**config.mk**
```make
export PLATFORM = sky130hd
export DESIGN_NAME = debug_rom_fetch_flat
export DESIGN_NICKNAME = d
export VERILOG_FILES = /design/src/rtl/debug_rom_fetch_pkg.sv /design/src/rtl/debug_rom_fetch_if.sv /design/src/rtl/debug_rom_fetch_wordbuf.sv /design/src/rtl/debug_rom_fetch.sv /design/src/flat_wrapper.sv
export SDC_FILE = /design/constraint.sdc
export NUM_CORES = 1
export LEC_CHECK = 0
export CAP_MARGIN = 20
export CORE_UTILIZATION = 40
export DETAILED_ROUTE_END_ITERATION = 8
export GPL_ROUTABILITY_DRIVEN = 0
export GPL_TIMING_DRIVEN = 0
export PLACE_DENSITY = 0.86
export SKIP_CTS_REPAIR_TIMING = 1
export SYNTH_ARGS = -nofsm -noshare
export SYNTH_HDL_FRONTEND = slang
export SYNTH_SLANG_ARGS = --single-unit
```
**constraint.sdc**
```tcl
create_clock -name clk_i -period 2.8 [get_ports clk_i]
set_clock_uncertainty 0.1 [all_clocks]
set_input_delay 0.42 -clock clk_i [delete_from_list [all_inputs] [get_ports clk_i]]
set_output_delay 0.42 -clock clk_i [all_outputs]
set_load 0.005 [all_outputs]
```
**src/rtl/debug_rom_fetch_pkg.sv**
```systemverilog
// Shared types and constants for the debug ROM fetch unit.
package debug_rom_fetch_pkg;

   typedef enum logic [1:0] {
      IDLE  = 2'd0,
      REQ   = 2'd1,
      WAIT  = 2'd2,
      DRAIN = 2'd3
   } fetch_state_e;

   localparam int unsigned ROM_WORDS_DEFAULT = 19;
   localparam int unsigned ADDR_W_DEFAULT    = 64;
   localparam int unsigned WORD_W            = 64;
   localparam int unsigned INSTR_W           = 32;

endpackage

```
**src/rtl/debug_rom_fetch_if.sv**
```systemverilog
// ROM word port plus instruction stream of the debug ROM fetch unit.
interface debug_rom_fetch_if
   import debug_rom_fetch_pkg::*;
#(
   parameter int unsigned ADDR_W = ADDR_W_DEFAULT
) ();

   logic                req;
   logic [ADDR_W-1:0]   addr;
   logic [WORD_W-1:0]   rdata;
   logic                instr_valid;
   logic                instr_ready;
   logic [INSTR_W-1:0]  instr;
   logic [ADDR_W-1:0]   instr_addr;

   modport master (
      output req, addr, instr_valid, instr, instr_addr,
      input  rdata, instr_ready
   );

   modport slave (
      input  req, addr, instr_valid, instr, instr_addr,
      output rdata, instr_ready
   );

endinterface

```
**src/rtl/debug_rom_fetch_wordbuf.sv**
```systemverilog
// 64-bit word register with per-half valid bits; presents the lowest valid half.
module dbg_fetch_wordbuf
   import debug_rom_fetch_pkg::*;
(
   input  logic               clk_i,
   input  logic               rst_i,
   input  logic               clr_i,
   input  logic               load_i,
   input  logic [WORD_W-1:0]  load_data_i,
   input  logic               load_lo_vld_i,
   input  logic               consume_i,
   output logic [WORD_W-1:0]  word_o,
   output logic               vld_o,
   output logic               sel_hi_o,
   output logic [INSTR_W-1:0] half_o
);

   logic [WORD_W-1:0] data_r;
   logic              lo_vld_r;
   logic              hi_vld_r;

   // Word storage: clear beats load, load beats consume.
   always_ff @(posedge clk_i) begin
      if (rst_i) begin
         data_r   <= {WORD_W{1'b0}};
         lo_vld_r <= 1'b0;
         hi_vld_r <= 1'b0;
      end else if (clr_i) begin
         lo_vld_r <= 1'b0;
         hi_vld_r <= 1'b0;
      end else if (load_i) begin
         data_r   <= load_data_i;
         lo_vld_r <= load_lo_vld_i;
         hi_vld_r <= 1'b1;
      end else if (consume_i) begin
         if (lo_vld_r) begin
            lo_vld_r <= 1'b0;
         end else begin
            hi_vld_r <= 1'b0;
         end
      end
   end

   // The high half is always the last to go, so it doubles as "buffer non-empty".
   assign word_o   = data_r;
   assign vld_o    = hi_vld_r;
   assign sel_hi_o = !lo_vld_r;
   assign half_o   = lo_vld_r ? data_r[INSTR_W-1:0] : data_r[WORD_W-1:INSTR_W];

endmodule

```
**src/rtl/debug_rom_fetch.sv**
```systemverilog
// Debug ROM fetch: reads 64-bit words and streams 32-bit instructions, low half first.
// Optional prefetch buffer enabled by DEBUG_ROM_FETCH_PREFETCH_EN.
module debug_rom_fetch
   import debug_rom_fetch_pkg::*;
#(
   parameter int unsigned ADDR_W    = ADDR_W_DEFAULT,
   parameter int unsigned ROM_WORDS = ROM_WORDS_DEFAULT
) (
   input  logic              clk_i,
   input  logic              rst_i,
   input  logic              redirect_i,
   input  logic [ADDR_W-1:0] redirect_addr_i,
   debug_rom_fetch_if.master bus,
   output logic              busy_o
);

   localparam logic [ADDR_W-4:0] WORD_ONE = {{(ADDR_W-4){1'b0}}, 1'b1};

   if (ROM_WORDS < 1) begin : g_bad_rom_words
      $error("ROM_WORDS must be at least 1");
   end

   fetch_state_e        state_r;
   fetch_state_e        state_nx_s;
   logic [ADDR_W-1:2]   fa_r;
   logic [ADDR_W-1:2]   fa_nx_s;
   logic [ADDR_W-4:0]   word_s;
   logic [ADDR_W-4:0]   word_inc_s;
   logic                hs_s;
   logic                hi_done_s;
   logic                pf_req_s;
   logic [1:0]          redirect_lsb_unused_s;

   logic                b0_clr_s;
   logic                b0_load_s;
   logic [WORD_W-1:0]   b0_data_s;
   logic                b0_lo_vld_s;
   logic                b0_vld_s;
   logic                b0_sel_hi_s;
   logic [INSTR_W-1:0]  b0_half_s;
   logic [WORD_W-1:0]   b0_word_unused_s;

`ifdef DEBUG_ROM_FETCH_PREFETCH_EN
   logic                b1_clr_s;
   logic                b1_load_s;
   logic [WORD_W-1:0]   b1_word_s;
   logic                b1_vld_s;
   logic                b1_sel_unused_s;
   logic [INSTR_W-1:0]  b1_half_unused_s;
   logic                pf_pend_r;
   logic                pf_pend_nx_s;
`endif

   assign redirect_lsb_unused_s = redirect_addr_i[1:0];
   assign word_s     = fa_r[ADDR_W-1:3];
   assign word_inc_s = word_s + WORD_ONE;

   assign bus.instr_valid  = (state_r == DRAIN) && b0_vld_s;
   assign bus.instr        = bus.instr_valid ? b0_half_s : {INSTR_W{1'b0}};
   assign bus.instr_addr   = bus.instr_valid ? {word_s, b0_sel_hi_s, 2'b00} : {ADDR_W{1'b0}};
   assign hs_s             = bus.instr_valid && bus.instr_ready;
   assign hi_done_s        = hs_s && b0_sel_hi_s;
   assign busy_o           = (state_r != IDLE);

`ifdef DEBUG_ROM_FETCH_PREFETCH_EN
   assign pf_req_s = (state_r == DRAIN) && b0_vld_s && !b1_vld_s && !pf_pend_r;
`else
   assign pf_req_s = 1'b0;
`endif

   assign bus.req = (state_r == REQ) || pf_req_s;

   // ROM address: current word in REQ, following word for a prefetch, else parked at 0.
   always_comb begin
      bus.addr = {ADDR_W{1'b0}};
      if (state_r == REQ) begin
         bus.addr = {word_s, 3'b000};
      end else if (pf_req_s) begin
         bus.addr = {word_inc_s, 3'b000};
      end else begin
         bus.addr = {ADDR_W{1'b0}};
      end
   end

   // Next-state, fetch address and buffer control; redirect overrides everything.
   always_comb begin
      state_nx_s   = state_r;
      fa_nx_s      = fa_r;
      b0_clr_s     = 1'b0;
      b0_load_s    = 1'b0;
      b0_data_s    = bus.rdata;
      b0_lo_vld_s  = !fa_r[2];
`ifdef DEBUG_ROM_FETCH_PREFETCH_EN
      b1_clr_s     = 1'b0;
      b1_load_s    = 1'b0;
      pf_pend_nx_s = 1'b0;
`endif
      if (redirect_i) begin
         state_nx_s = REQ;
         fa_nx_s    = redirect_addr_i[ADDR_W-1:2];
         b0_clr_s   = 1'b1;
`ifdef DEBUG_ROM_FETCH_PREFETCH_EN
         b1_clr_s   = 1'b1;
`endif
      end else begin
         case (state_r)
            IDLE:    state_nx_s = IDLE;
            REQ:     state_nx_s = WAIT;
            WAIT: begin
               b0_load_s  = 1'b1;
               state_nx_s = DRAIN;
            end
            DRAIN: begin
`ifdef DEBUG_ROM_FETCH_PREFETCH_EN
               pf_pend_nx_s = pf_req_s && !hi_done_s;
`endif
               if (hi_done_s) begin
                  fa_nx_s = {word_inc_s, 1'b0};
`ifdef DEBUG_ROM_FETCH_PREFETCH_EN
                  // Promote the next word without a bubble, from buffer 1 or straight off the ROM.
                  if (b1_vld_s) begin
                     b0_load_s   = 1'b1;
                     b0_data_s   = b1_word_s;
                     b0_lo_vld_s = 1'b1;
                     b1_clr_s    = 1'b1;
                  end else if (pf_pend_r) begin
                     b0_load_s   = 1'b1;
                     b0_lo_vld_s = 1'b1;
                  end else if (pf_req_s) begin
                     state_nx_s  = WAIT;
                  end else begin
                     state_nx_s  = REQ;
                  end
`else
                  state_nx_s = REQ;
`endif
               end else begin
`ifdef DEBUG_ROM_FETCH_PREFETCH_EN
                  if (pf_pend_r) begin
                     b1_load_s = 1'b1;
                  end else begin
                     b1_load_s = 1'b0;
                  end
`else
                  state_nx_s = DRAIN;
`endif
               end
            end
            default: state_nx_s = IDLE;
         endcase
      end
   end

   // State and fetch-address registers.
   always_ff @(posedge clk_i) begin
      if (rst_i) begin
         state_r   <= IDLE;
         fa_r      <= {(ADDR_W-2){1'b0}};
`ifdef DEBUG_ROM_FETCH_PREFETCH_EN
         pf_pend_r <= 1'b0;
`endif
      end else begin
         state_r   <= state_nx_s;
         fa_r      <= fa_nx_s;
`ifdef DEBUG_ROM_FETCH_PREFETCH_EN
         pf_pend_r <= pf_pend_nx_s;
`endif
      end
   end

   dbg_fetch_wordbuf u_buf0 (
      .clk_i         (clk_i),
      .rst_i         (rst_i),
      .clr_i         (b0_clr_s),
      .load_i        (b0_load_s),
      .load_data_i   (b0_data_s),
      .load_lo_vld_i (b0_lo_vld_s),
      .consume_i     (hs_s),
      .word_o        (b0_word_unused_s),
      .vld_o         (b0_vld_s),
      .sel_hi_o      (b0_sel_hi_s),
      .half_o        (b0_half_s)
   );

`ifdef DEBUG_ROM_FETCH_PREFETCH_EN
   dbg_fetch_wordbuf u_buf1 (
      .clk_i         (clk_i),
      .rst_i         (rst_i),
      .clr_i         (b1_clr_s),
      .load_i        (b1_load_s),
      .load_data_i   (bus.rdata),
      .load_lo_vld_i (1'b1),
      .consume_i     (1'b0),
      .word_o        (b1_word_s),
      .vld_o         (b1_vld_s),
      .sel_hi_o      (b1_sel_unused_s),
      .half_o        (b1_half_unused_s)
   );
`endif

endmodule
```
**src/flat_wrapper.sv**
```systemverilog
// flat-port wrapper written by rule: the top's interface ports become plain ports
module debug_rom_fetch_flat import debug_rom_fetch_pkg::*;
#(
   parameter int unsigned ADDR_W    = ADDR_W_DEFAULT,
   parameter int unsigned ROM_WORDS = ROM_WORDS_DEFAULT
)
  (clk_i, rst_i, redirect_i, redirect_addr_i, busy_o, bus_req, bus_addr, bus_instr_valid, bus_instr, bus_instr_addr, bus_rdata, bus_instr_ready);
  debug_rom_fetch_if #(.ADDR_W(ADDR_W)) bus_i ();
  input  logic clk_i;
  input  logic rst_i;
  input  logic redirect_i;
  input  logic [ADDR_W-1:0] redirect_addr_i;
  output logic busy_o;
  output wire logic [$bits(bus_i.req)-1:0] bus_req;
  output wire logic [$bits(bus_i.addr)-1:0] bus_addr;
  output wire logic [$bits(bus_i.instr_valid)-1:0] bus_instr_valid;
  output wire logic [$bits(bus_i.instr)-1:0] bus_instr;
  output wire logic [$bits(bus_i.instr_addr)-1:0] bus_instr_addr;
  input wire logic [$bits(bus_i.rdata)-1:0] bus_rdata;
  input wire logic [$bits(bus_i.instr_ready)-1:0] bus_instr_ready;
  assign bus_req = bus_i.req;
  assign bus_addr = bus_i.addr;
  assign bus_instr_valid = bus_i.instr_valid;
  assign bus_instr = bus_i.instr;
  assign bus_instr_addr = bus_i.instr_addr;
  assign bus_i.rdata = bus_rdata;
  assign bus_i.instr_ready = bus_instr_ready;
  debug_rom_fetch #(.ADDR_W(ADDR_W), .ROM_WORDS(ROM_WORDS)) u_core (.clk_i(clk_i), .rst_i(rst_i), .redirect_i(redirect_i), .redirect_addr_i(redirect_addr_i), .bus(bus_i), .busy_o(busy_o));
endmodule
```
Word level (Yosys, flattened, before mapping)
Cells that the tools add are included.
{"block": "totals", "ff_bits": 130, "inputBits": 132, "word_cells": 45}
{"block": "classes", "n_addsub": 1, "n_bitwise": 1, "reduce_logical": 15, "n_mux": 18, "eq_ne": 4}
{"operator": "2-to-1 mux 62 bit", "count": 3}
{"operator": "2-to-1 mux 64 bit", "count": 2}
{"operator": "2-to-1 mux 32 bit", "count": 2}
{"operator": "adder 61 x 1 -> 61 bit, second input constant", "count": 1}
{"operator": "2-to-1 mux 1 bit", "count": 9}
{"operator": "one-hot mux 2 bit (4 select lines)", "count": 1}
{"operator": "nonzero test 2 bit", "count": 4}
{"operator": "AND reduction 2 bit", "count": 3}
{"operator": "equality test 2 bit, second input constant", "count": 2}
{"operator": "OR reduction 2 bit", "count": 2}
{"operator": "logical AND 1 bit", "count": 3}
{"operator": "equality test 2 x 1 -> 1 bit, second input constant", "count": 1}
{"operator": "zero test 1 bit", "count": 2}
{"operator": "zero test 2 bit", "count": 1}
{"operator": "2-to-1 mux 2 bit", "count": 1}
{"operator": "!= test 2 x 1 -> 1 bit, second input constant", "count": 1}
{"operator": "inverter 1 bit", "count": 1}

Longest topological paths before layout
{"block": "logic_depth", "word_depth": 7, "mapped_depth": 7, "mapped_depth_nobuf": 6}

Modules after synthesis
From an unflattened synthesis, not the netlist that was laid out.
{"block": "unflattened", "cells_unflattened": 955, "area_unflattened_um2": 7330.8}
{"mod": "debug_rom_fetch", "seq_area_each_um2": 1281.2, "area_each_um2": 4634.4, "cells_each": 631, "instances": 1}
{"mod": "dbg_fetch_wordbuf", "seq_area_each_um2": 1321.3, "area_each_um2": 2696.3, "cells_each": 324, "instances": 1}

Worst setup path before layout
No wires, ideal clock.
{"block": "synth_timing", "path_kind": "register to register", "from": "register u_core.fa_r[5] in the netlist's numbering", "to": "register u_core.fa_r[44] in the netlist's numbering", "n_path_buf": 1, "stages_incl_launch_ff": 7, "t_arrival_ns": 1.962, "slack_ns": 0.635, "setup_ns": 0.103, "period_less_slack_ns": 2.165, "path_cell_list": "dfxtp_1 nand4_4 or4_4 nor4bb_1 buf_2 a311oi_1 a2111oi_2"}
{"block": "synth_between", "elab_chain_cells": 4}
{"item": "start: declaration", "line_no": "debug_rom_fetch.sv:25", "source": "logic [ADDR_W-1:2] fa_r;"}
{"item": "start signal: assignment", "line_no": "debug_rom_fetch.sv:158", "source": "fa_r <= {(ADDR_W-2){1'b0}};"}
{"item": "start signal: assignment", "line_no": "debug_rom_fetch.sv:164", "source": "fa_r <= fa_nx_s;"}
{"item": "adder 61 x 1 -> 61 bit", "line_no": "debug_rom_fetch.sv:56", "source": "assign word_inc_s = word_s + WORD_ONE;"}
{"item": "2-to-1 mux 62 bit", "line_no": "debug_rom_fetch.sv:117", "source": "if (hi_done_s) begin"}
{"item": "2-to-1 mux 62 bit", "line_no": "debug_rom_fetch.sv:106", "source": "case (state_r)"}
{"item": "2-to-1 mux 62 bit", "line_no": "debug_rom_fetch.sv:98", "source": "if (redirect_i) begin"}
No other way between the ends. The select of a mux whose other input is x is not followed.
A chain may end at the register's enable or synchronous reset.

Final worst setup path
{"block": "layout_timing", "from": "register u_core.state_r[1]", "to": "output bus_instr_addr[10]"}
{"block": "layout_between", "elab_chain_cells": 3}
{"item": "start: declaration", "line_no": "debug_rom_fetch.sv:23", "source": "fetch_state_e state_r;"}
{"item": "start signal: assignment", "line_no": "debug_rom_fetch.sv:163", "source": "state_r <= state_nx_s;"}
{"item": "equality test 2 bit", "line_no": "debug_rom_fetch.sv:58", "source": "assign bus.instr_valid = (state_r == DRAIN) && b0_vld_s;"}
{"item": "logical AND 1 bit", "line_no": "debug_rom_fetch.sv:58"}
{"item": "2-to-1 mux 64 bit", "line_no": "debug_rom_fetch.sv:60", "source": "assign bus.instr_addr = bus.instr_valid ? {word_s, b0_sel_hi_s, 2'b00} : {ADDR_W{1'b0}};"}
{"item": "end: declaration", "line_no": "flat_wrapper.sv:18", "source": "output wire logic [$bits(bus_i.instr_addr)-1:0] bus_instr_addr;"}
No other way between the ends.

==> impl_metrics.xml <==
<?xml version="1.0" encoding="UTF-8"?>
<metrics>
  <group name="timing">
    <metric name="fmaxAchievable" unit="MHz">364</metric>
    <metric name="worst_slew_margin_rel" unit="%">35.1</metric>
    <metric name="period_share" unit="%">98.3</metric>
    <metric name="report.final.hold_viol_count" unit="">0</metric>
    <metric name="tightestPinTransition" unit="ps">965</metric>
    <metric name="smallest_setup_slack_after_layout" unit="ps">49.0</metric>
    <metric name="drv_slew" unit="">0</metric>
    <metric name="period_minus_slack" unit="ps">2750</metric>
    <metric name="finish_stage_setup_viols" unit="">0</metric>
  </group>
  <group name="yosys">
    <metric name="synth-seq-cells" unit="">130</metric>
    <metric name="netlist-cell-type-count" unit="">57</metric>
    <metric name="ys_seq_area_share" unit="%">35.4</metric>
    <metric name="synth_most_common_cell" unit="">sky130_fd_sc_hd__nand2_1</metric>
    <metric name="synth.area.top_cells" unit="">sky130_fd_sc_hd__dfxtp_1, sky130_fd_sc_hd__and2_1, sky130_fd_sc_hd__nand2_1, sky130_fd_sc_hd__nor2_1, sky130_fd_sc_hd__a21oi_1</metric>
    <metric name="yosys_warnings" unit="">0</metric>
    <metric name="postSynthAreaPerCell" unit="sq um">7.61</metric>
    <metric name="async_flop_share" unit="%">0</metric>
    <metric name="simple_gate_portion_of_the_synthesized_area" unit="%">37.0</metric>
    <metric name="count_of_flip_flops_with_a_built_in_enable_after_synthesis" unit="">0</metric>
    <metric name="synth-adder-area-share" unit="%">0.170</metric>
    <metric name="synth_common_cells" unit="">sky130_fd_sc_hd__nand2_1, sky130_fd_sc_hd__dfxtp_1, sky130_fd_sc_hd__and2_1, sky130_fd_sc_hd__nor2_1, sky130_fd_sc_hd__a21oi_1</metric>
    <metric name="yosys.area.top_type" unit="">sky130_fd_sc_hd__dfxtp_1</metric>
    <metric name="ys.flop_type" unit="">sky130_fd_sc_hd__dfxtp_1</metric>
    <metric name="synth_top_area_share" unit="%">35.4</metric>
    <metric name="synth-compound-area-share" unit="%">14.6</metric>
    <metric name="post_synth_mux_area_share" unit="%">4.62</metric>
    <metric name="synthXorXnorAreaFrac" unit="%">2.62</metric>
    <metric name="largest_family_of_logic_cells_by_synthesized_area" unit="">simple AND/OR/NAND/NOR gates</metric>
    <metric name="post_synth_inst_count" unit="">967</metric>
    <metric name="post_synth_instance_area" unit="sq um">7360</metric>
  </group>
  <group name="die">
    <metric name="boundaryPins" unit="">295</metric>
    <metric name="floorplan.die_area" unit="sq um">18900</metric>
    <metric name="initial_core_util" unit="%">40.8</metric>
    <metric name="core-area" unit="sq um">18000</metric>
    <metric name="die_w" unit="um">138</metric>
    <metric name="core.rowCount" unit="">49</metric>
    <metric name="floorplan.die.height" unit="um">138</metric>
  </group>
  <group name="worst_setup_path">
    <metric name="worst-r2r-cell-count" unit="">6</metric>
    <metric name="crit_type" unit="">flop to output port</metric>
    <metric name="r2r_start" unit="">u_core.fa_r[20]</metric>
    <metric name="critPathCaptureType" unit="">output port</metric>
    <metric name="crit_path_start_kind" unit="">flop</metric>
    <metric name="worstReg2RegEnd" unit="">u_core.fa_r[44]</metric>
    <metric name="critical_path.max_fanout" unit="">10</metric>
    <metric name="worstPathArrival" unit="ps">2230</metric>
    <metric name="critical_path_required" unit="ps">2280</metric>
    <metric name="reg2reg_setup_slack" unit="ps">90</metric>
  </group>
  <group name="power_and_ir_drop">
    <metric name="static-leakage-power" unit="uW">0.00379</metric>
    <metric name="power.density_cell_area" unit="nW/um^2">433</metric>
    <metric name="irDropWorstVdd" unit="uV">428</metric>
  </group>
  <group name="final_layout">
    <metric name="drive_gt1_share" unit="%">6.20</metric>
    <metric name="num-nets-final" unit="">1412</metric>
    <metric name="multi_input_area" unit="sq um">4380</metric>
    <metric name="final_cells" unit="">1520</metric>
    <metric name="antenna-diode-count" unit="">0</metric>
    <metric name="layout.filler_cells" unit="">1602</metric>
    <metric name="area_delta_synth_final" unit="%">52.2</metric>
    <metric name="layout.area.seq" unit="sq um">2610</metric>
  </group>
  <group name="global_route">
    <metric name="initial_antenna_violation_count" unit="">0</metric>
    <metric name="grt_start_max_net_pins" unit="">17</metric>
    <metric name="vias_in_the_first_global_route" unit="">7933</metric>
    <metric name="grt_first_pass_wirelength" unit="um">41900</metric>
    <metric name="grt_use_total" unit="%">29.2</metric>
    <metric name="grt_remaining_overflow" unit="">0</metric>
  </group>
  <group name="worst_hold_path">
    <metric name="min_delay_worst_endpoint" unit="">u_core.u_buf0.word_o[62]</metric>
    <metric name="number_of_cells_on_the_worst_hold_path" unit="">2</metric>
    <metric name="timing.hold.worst.start" unit="">u_core.u_buf0.word_o[62]</metric>
    <metric name="hold_class" unit="">flop to flop</metric>
  </group>
  <group name="routing">
    <metric name="avgViaCountPerCell" unit="">5.48</metric>
    <metric name="drt_first_pass_iters" unit="">5</metric>
    <metric name="wirelength" unit="um">27600</metric>
    <metric name="detailed_route_via_count" unit="">8332</metric>
    <metric name="avgRoutedWirePerCell" unit="um">18.2</metric>
    <metric name="detail-route-antenna-nets" unit="">0</metric>
    <metric name="remaining_drc_errors" unit="">0</metric>
    <metric name="first_iter_violations" unit="">702</metric>
  </group>
  <group name="cts">
    <metric name="cts_root_buffer" unit="">sky130_fd_sc_hd__clkbuf_16</metric>
    <metric name="clock_sinks" unit="">130</metric>
    <metric name="tritoncts" unit="">yes</metric>
    <metric name="path_clk_slew" unit="ps">60</metric>
    <metric name="cts_htree_levels" unit="">4</metric>
    <metric name="clock_path_buffers" unit="">2</metric>
    <metric name="insertion_delay" unit="ps">420</metric>
    <metric name="numCtsBuffers" unit="">17</metric>
  </group>
  <group name="placed_design">
    <metric name="place_inst" unit="">1486</metric>
    <metric name="pre_cts_slack" unit="ps">-183</metric>
    <metric name="numPortBuffers" unit="">286</metric>
    <metric name="post-dp-hpwl" unit="um">20600</metric>
  </group>
  <group name="flow_run">
    <metric name="max-cap-violations" unit="">0</metric>
  </group>
  <group name="run_status">
    <metric name="run_status" unit="">completed</metric>
  </group>
</metrics>
## cell usage in the layout (no fill, tap or decap), types with 4 or more instances in the layout
master,Yosys,layout
sky130_fd_sc_hd__and2_1,118,118
sky130_fd_sc_hd__mux2i_1,34,34
sky130_fd_sc_hd__or4_1,11,11
sky130_fd_sc_hd__o211ai_1,5,5
sky130_fd_sc_hd__a31oi_1,5,5
sky130_fd_sc_hd__or3_1,7,7
sky130_fd_sc_hd__dfxtp_1,130,127
sky130_fd_sc_hd__nor4b_1,9,9
sky130_fd_sc_hd__nor4_1,5,5
sky130_fd_sc_hd__a2111oi_0,8,8
sky130_fd_sc_hd__clkbuf_1,58,45
sky130_fd_sc_hd__clkdlybuf4s50_1,0,286
sky130_fd_sc_hd__o21ai_0,17,17
sky130_fd_sc_hd__xor2_1,12,12
sky130_fd_sc_hd__a21oi_1,70,70
sky130_fd_sc_hd__nor2_1,94,93
sky130_fd_sc_hd__a211oi_1,27,27
sky130_fd_sc_hd__and3_1,10,10
sky130_fd_sc_hd__clkbuf_2,0,6
sky130_fd_sc_hd__a311oi_1,15,15
sky130_fd_sc_hd__nand3_1,29,29
sky130_fd_sc_hd__buf_2,3,4
sky130_fd_sc_hd__nand4_1,20,20
sky130_fd_sc_hd__clkbuf_16,0,17
sky130_fd_sc_hd__conb_1,1,5
sky130_fd_sc_hd__inv_1,21,20
sky130_fd_sc_hd__o31ai_1,6,6
sky130_fd_sc_hd__nor3b_1,7,7
sky130_fd_sc_hd__nand2_1,158,158
sky130_fd_sc_hd__buf_4,5,10
sky130_fd_sc_hd__nor3_1,12,10
sky130_fd_sc_hd__a2111oi_2,4,4
sky130_fd_sc_hd__buf_1,10,10
sky130_fd_sc_hd__and4_1,12,12
sky130_fd_sc_hd__xnor2_1,10,10
## through the flow
step	util [%]	area [sq um]	hold WS [ps]	total power [uW]	setup TNS (ps)
2_1_floorplan	-	7380	336	2280	0
3_3_place_gp	58.4	10500	341	2630	-701
3_5_place_dp	58.4	10500	346	2640	-2820
4_1_cts	61.7	11100	354	4860	-56080
5_1_grt	62.2	11200	369	5010	-69.1
6_report	62.2	11200	353	4860	0
## worst max-delay path by stage
stage / from / end / slack (ps) / cells after the start
floorplan: u_core.fa_r[5] / u_core.fa_r[44] / 630 / 6
global placement: bus_instr_ready / u_core.fa_r[44] / -90 / 7
detailed placement: bus_instr_ready / u_core.fa_r[44] / -180 / 7
CTS: u_core.state_r[1] / bus_instr_addr[41] / -560 / 7
global route: u_core.state_r[1] / bus_instr_addr[49] / -20 / 7
finish: u_core.state_r[1] / bus_instr_addr[10] / 50 / 7
## worst max-delay path: stages, from the launching register on
cell and delay (ps):
sky130_fd_sc_hd__dfxtp_4 380, sky130_fd_sc_hd__nand3_2 120, sky130_fd_sc_hd__buf_6 170, sky130_fd_sc_hd__inv_2 90, sky130_fd_sc_hd__buf_6 170, sky130_fd_sc_hd__buf_2 200, sky130_fd_sc_hd__and2_1 160, sky130_fd_sc_hd__clkdlybuf4s50_1 520
## cell families after synthesis
family	count (synthesis)
other cells	1
fa+ha+maj	1
mux	34
xor+xnor	22
buf+inv	99
compound gates	164
flops	130
simple gates	516
## report_power, final
part | switching [uW] | internal, uW
combinational | 254 | 324
sequential | 112 | 1930
clock | 858 | 1380
## area by class of cell
cell class	count	area share [%]
timing repair buffer	289	25.8
sequential	130	23.3
clock inverter	11	1.15
clock buffer	20	4.17
inverter	21	0.704
buffer	78	3.26
multi-input combinational	742	39.1
tap	229	2.56
## sequential cells by signal (all words and copies together), names as in the netlist
name / flops
u_core.u_buf0.word_o: 64
u_core.fa_r: 62
u_core.state_r: 2
u_core.u_buf0.lo_vld_r: 1
u_core.u_buf0.vld_o: 1
## metal layers
metal,part of all wire (%),GRT usage (%)
met2,49,51.3
met5,0,0
met4,2.7,12.7
met3,9.4,6.70
met1,39,33.6
Note: power is estimated with default switching activity, not from simulation.
